[src/rtl/sort_result_serializer_if.sv]
// Vector-in / element-out bus of the sort result serializer.
// slave faces the serializer, master faces the network and downstream consumer.
interface sort_result_serializer_if #(
  parameter int VALUE_BITS = 8,
  parameter int DEPTH      = 4
);
  localparam int SIZE = 1 << DEPTH;

  logic                                vec_valid;
  logic [SIZE-1:0][VALUE_BITS-1:0]     vec_in;
  logic                                out_valid;
  logic                                out_ready;
  logic [VALUE_BITS-1:0]               out_data;
  logic [DEPTH-1:0]                    out_index;
  logic                                out_last;

  modport slave (
    input  vec_valid, vec_in, out_ready,
    output out_valid, out_data, out_index, out_last
  );

  modport master (
    output vec_valid, vec_in, out_ready,
    input  out_valid, out_data, out_index, out_last
  );
endinterface

[src/rtl/sort_result_serializer.sv]
// Buffers whole sorted vectors from a non-stallable network and streams them out one element per transfer.
// Element 0 is visible the cycle after capture; out_ready stalls hold output stable; no slot free drops and flags overflow.
module sort_result_serializer #(
  parameter int VALUE_BITS = 8,
  parameter int DEPTH      = 4,
  parameter int SLOTS      = 2,
  localparam int SIZE      = 1 << DEPTH,
  localparam int PTR_W     = $clog2(SLOTS),
  localparam int OCC_W     = $clog2(SLOTS) + 1
) (
  input  logic                      clk,
  input  logic                      rst_n,
  sort_result_serializer_if.slave   bus,
  input  logic                      clear_overflow,
  output logic [OCC_W-1:0]          occupancy,
  output logic                      overflow
);

  logic [SIZE-1:0][VALUE_BITS-1:0] slot_mem [SLOTS];
  logic [PTR_W-1:0]                wr_ptr;
  logic [PTR_W-1:0]                rd_ptr;
  logic [DEPTH-1:0]                elem_idx;

  logic at_last;
  logic xfer;
  logic last_xfer;
  logic slot_avail;
  logic capture;
  logic drop;

  assign at_last       = (elem_idx == DEPTH'(SIZE - 1));
  assign bus.out_valid = (occupancy != '0);
  assign bus.out_data  = slot_mem[rd_ptr][elem_idx];
  assign bus.out_index = elem_idx;
  assign bus.out_last  = bus.out_valid && at_last;

  assign xfer      = bus.out_valid && bus.out_ready;
  assign last_xfer = xfer && at_last;
  // A full buffer still accepts when its oldest slot drains on this very edge.
  assign slot_avail = (occupancy < OCC_W'(SLOTS)) || last_xfer;
  assign capture    = bus.vec_valid && slot_avail;
  assign drop       = bus.vec_valid && !slot_avail;

  always_ff @(posedge clk) begin
    if (capture) begin
      slot_mem[wr_ptr] <= bus.vec_in;
    end
  end

  always_ff @(posedge clk or negedge rst_n) begin
    if (!rst_n) begin
      wr_ptr    <= '0;
      rd_ptr    <= '0;
      elem_idx  <= '0;
      occupancy <= '0;
      overflow  <= 1'b0;
    end else begin
      if (capture) begin
        wr_ptr <= wr_ptr + 1'b1;
      end

      if (last_xfer) begin
        rd_ptr   <= rd_ptr + 1'b1;
        elem_idx <= '0;
      end else if (xfer) begin
        elem_idx <= elem_idx + 1'b1;
      end

      case ({capture, last_xfer})
        2'b10:   occupancy <= occupancy + 1'b1;
        2'b01:   occupancy <= occupancy - 1'b1;
        default: occupancy <= occupancy;
      endcase

      // A drop coinciding with a clear leaves the flag set.
      if (drop) begin
        overflow <= 1'b1;
      end else if (clear_overflow) begin
        overflow <= 1'b0;
      end
    end
  end

endmodule

[src/flat_wrapper.sv]
// flat-port wrapper written by rule: the top's interface ports become plain ports
module sort_result_serializer_flat 
#(
  parameter int VALUE_BITS = 8,
  parameter int DEPTH      = 4,
  parameter int SLOTS      = 2,
  localparam int SIZE      = 1 << DEPTH,
  localparam int PTR_W     = $clog2(SLOTS),
  localparam int OCC_W     = $clog2(SLOTS) + 1
)
  (clk, rst_n, clear_overflow, occupancy, overflow, bus_vec_valid, bus_vec_in, bus_out_ready, bus_out_valid, bus_out_data, bus_out_index, bus_out_last);
  sort_result_serializer_if #(.VALUE_BITS(VALUE_BITS), .DEPTH(DEPTH)) bus_i ();
  input  logic clk;
  input  logic rst_n;
  input  logic clear_overflow;
  output logic [OCC_W-1:0] occupancy;
  output logic overflow;
  input wire logic [$bits(bus_i.vec_valid)-1:0] bus_vec_valid;
  input wire logic [$bits(bus_i.vec_in)-1:0] bus_vec_in;
  input wire logic [$bits(bus_i.out_ready)-1:0] bus_out_ready;
  output wire logic [$bits(bus_i.out_valid)-1:0] bus_out_valid;
  output wire logic [$bits(bus_i.out_data)-1:0] bus_out_data;
  output wire logic [$bits(bus_i.out_index)-1:0] bus_out_index;
  output wire logic [$bits(bus_i.out_last)-1:0] bus_out_last;
  assign bus_i.vec_valid = bus_vec_valid;
  assign bus_i.vec_in = bus_vec_in;
  assign bus_i.out_ready = bus_out_ready;
  assign bus_out_valid = bus_i.out_valid;
  assign bus_out_data = bus_i.out_data;
  assign bus_out_index = bus_i.out_index;
  assign bus_out_last = bus_i.out_last;
  sort_result_serializer #(.VALUE_BITS(VALUE_BITS), .DEPTH(DEPTH), .SLOTS(SLOTS)) u_core (.clk(clk), .rst_n(rst_n), .bus(bus_i), .clear_overflow(clear_overflow), .occupancy(occupancy), .overflow(overflow));
endmodule
[config.mk]
export PLATFORM = sky130hd
export DESIGN_NAME = sort_result_serializer_flat
export DESIGN_NICKNAME = d
export VERILOG_FILES = /design/src/rtl/sort_result_serializer_if.sv /design/src/rtl/sort_result_serializer.sv /design/src/flat_wrapper.sv
export SDC_FILE = /design/constraint.sdc
export NUM_CORES = 1
export LEC_CHECK = 0
export BUFFER_PORTS_ARGS = -buffer_cell sky130_fd_sc_hd__buf_2
export CORE_MARGIN = 4
export CORE_UTILIZATION = 50
export CTS_BUF_LIST = sky130_fd_sc_hd__clkbuf_8
export CTS_CLUSTER_SIZE = 30
export DETAILED_ROUTE_END_ITERATION = 8
export PLACE_DENSITY_LB_ADDON = 0.08
export SLEW_MARGIN = 40
export SYNTH_ARGS = -nofsm -noshare
export SYNTH_HDL_FRONTEND = slang
export SYNTH_SLANG_ARGS = --single-unit
export TNS_END_PERCENT = 100
[constraint.sdc]
create_clock -name clk -period 6.7 [get_ports clk]
set_input_delay 1.005 -clock clk [delete_from_list [all_inputs] [get_ports clk]]
set_output_delay 1.005 -clock clk [all_outputs]
set_load 0.01 [all_outputs]
==> flow_summary.toml <==
[sta]
maxSlewHeadroom_pct = 48.4
setup_viol = 0
finClkSkew_ns = 0.0209
post-route-period-util_pct = 66.8
hold_violations = 0
tightest_slew_ns = 0.774
fin_crit_ns = 4.47
rsz0062_at_grt = "no"
clock.fmax_ghz = 0.223
slew_violations = 0

[clock_network]
cts_buffer_depth = 3
post_cts_buffers = 0
cts_sinks = 265
numCtsBuffers = 45
clk_pin_slew_ns = 0.06
cts_root_buffer = "clkbuf_8"
cts_tree = "yes"
h-tree-depth = 2
holdBufCountCts = 0
cts_resized = 0
clk_latency_ns = 0.53

[placed_design]
place_hpwl_mm = 12.6
place_area_um2 = 11300
port_buffers = 149
place.gp.congestion = 0.735

[pwr]
peakVddDrop_uv = 215
switchingPower_w = 0.00143
leakagePower_nw = 4.18
seq_power_share_pct = 46.7
power.total_w = 0.00504
p_comb_share_pct = 27.9
internal-power_w = 0.00361
power_density_nw_per_um2 = 417
swShare_pct = 28.4
p_clk_share_pct = 25.4

[die]
dieArea_um2 = 22600
core_area_um2 = 19700
initial_core_util_pct = 51.4
io_pins = 150
rows = 51
die_w_um = 150
die-height_um = 150

[critical_path]
arrival_ns = 3.47
reg2reg_slack_ns = 3.70
path_class = "register to output port"
r2r_cells = 6
r2r-start = "u_core.bus.out_index[1]"
worstReg2RegEnd = "u_core.slot_mem[0][45]"
setup.worst_path.end_class = "output port"
worstSetupStartpointType = "register"
critPathRequiredTime_ns = 5.69
worstPathMaxFanout = 26

[synthesis]
yosys.area.top_type_share_pct = 75.9
ys.warnings.count = 0
yosys.area.top_type = "edfxtp_1"
synth_area_leaders = "edfxtp_1 76%, mux4_2 18%, dfrtp_1 2.2%, mux2_2 0.89%, buf_6 0.67%"
yosysSeqAreaShare_pct = 78.1
synthArstFlopShare_pct = 3.40
synth_commonest_cells = "256 x edfxtp_1, 80 x mux4_2, 9 x clkbuf_1, 9 x dfrtp_1, 8 x mux2_2"
ys_ff_latch = 265
synthFlopType = "edfxtp_1"
synth_cells = 407
synth_cell_types = 25
yosysMostFrequentCell = "edfxtp_1"
synth_edf_count = 256
synthesis.nets = 542
synthesis.area_um2 = 10100
avgSynthCellArea_um2 = 24.9

[grt]
antenna_found_initial = 4
grt.total_usage_pct = 17.7
overflow = 0
grt_max_degree = 71
first_global_vias = 5360
grt_pass1_wl_mm = 29.7

[min_path]
hp-class = "input pin to asynchronous set/reset pin"

[route]
postRouteAntennaNets = 0
routed_wl_mm = 19.6
drtPass1Iterations = 4
drt_iter0_drc = 377
avgRoutedWirePerCell_um = 21.8
via_per_inst = 5.43
dr_total_vias = 4874
drc = 0

[cells_and_area]
fin_nets = 730
final_layout_size_suffix_gt1_share_pct = 49.0
area_growth_pct = 19.2
design_area_um2 = 12100

[status]
status = "finished clean"

[flow_run]
drv_cap = 0
-- worst max-delay path, cell delays in order (launching register included) --
cell	delay, ns
dfrtp_4	0.75
buf_12	0.29
buf_4	0.37
mux4_2	0.54
mux4_2	0.52
mux2_2	0.30
buf_2	0.14
-- power by group through the flow --
stage | clock network [W] | logic [W] | registers (W)
3_5_place_dp | 0 | 0.00144 | 0.00239
2_1_floorplan | 0 | 0.00107 | 0.00232
3_3_place_gp | 0 | 0.00127 | 0.00249
6_report | 0.00128 | 0.00141 | 0.00235
5_1_grt | 0.00141 | 0.00152 | 0.00239
4_1_cts | 0.00133 | 0.00145 | 0.00236
-- metal layers --
layer  wire length (um)  vias to the layer above  share of wire, %  global-route usage, %
met5                 42                        -              0.21                      0
met4                403                        8               2.1                   5.90
met3               1420                       46               7.2                   4.55
met2               9950                      175                51                   28.6
met1               7760                     2496                40                   23.9
li1                   -                     2149                 -                      -
-- cells in the final DEF (no fill, tap or decap), types with 2 or more instances in the layout --
| master | instances |
|---|---|
| buf_12 | 3 |
| buf_2 | 149 |
| buf_4 | 5 |
| clkbuf_8 | 47 |
| clkinv_1 | 10 |
| clkinv_2 | 4 |
| clkinvlp_4 | 2 |
| dfrtp_1 | 6 |
| dfrtp_4 | 3 |
| diode_2 | 3 |
| edfxtp_1 | 256 |
| ha_1 | 2 |
| inv_1 | 20 |
| mux2_2 | 8 |
| mux4_2 | 80 |
| nand2_1 | 7 |
| nor2_1 | 2 |
| nor2_4 | 2 |
| o21ai_0 | 3 |
| xnor2_1 | 5 |
-- how the worst max path moves through the flow --
stage / startpoint / to / cells after the start
after global placement: u_core.rd_ptr / bus_out_data[5] / 5
after floorplan: bus_out_ready / u_core.slot_mem[0][0] / 3
after detailed placement: u_core.rd_ptr / bus_out_data[5] / 6
after CTS: u_core.rd_ptr / bus_out_data[5] / 6
after global routing: u_core.rd_ptr / bus_out_data[5] / 6
final: u_core.rd_ptr / bus_out_data[5] / 6
-- cell type report --
class                      count  area, um^2
tap                          265         332
timing repair buffer         159         882
fill                        1416        7640
antenna                        3        7.51
sequential                   265        7920
clock inverter                34         166
clock buffer                  47         647
inverter                       4        15.0
multi-input combinational    120        2100
-- per-stage QoR --
stage | worst slack [ns] | utilization (%) | TNS (ns) | cells | hold slack [ns]
finish | 2.23 | 61.3 | 0 | 897 | 0.314
global route | 1.95 | 61.2 | 0 | 894 | 0.297
CTS | 2.08 | 61.2 | 0 | 894 | 0.276
detailed placement | 2.68 | 57.1 | 0 | 813 | 0.556
global placement | 2.53 | 56.6 | 0 | 809 | 0.533
floorplan | -0.594 | - | -152.01 | 407 | 0.468
-- cells by family after synthesis --
family | Yosys count | share of synthesized area, %
and+or+nand+nor | 16 | 0.729
muxes | 88 | 18.7
AOI/OAI and AO/OA | 8 | 0.457
DFF | 265 | 78.1
adders and majority gates | 2 | 0.247
xor gates and xnor gates | 6 | 0.519
buffers and inverters | 22 | 1.28
-- sequential cells by signal (all words and copies together) (netlist names) --
| register | cells |
|---|---|
| u_core.rd_ptr | 1 |
| u_core.overflow | 1 |
| u_core.wr_ptr | 1 |
| u_core.slot_mem | 256 |
| u_core.occupancy | 2 |
| u_core.bus.out_index | 4 |
Power figures use the tool's default switching activity.
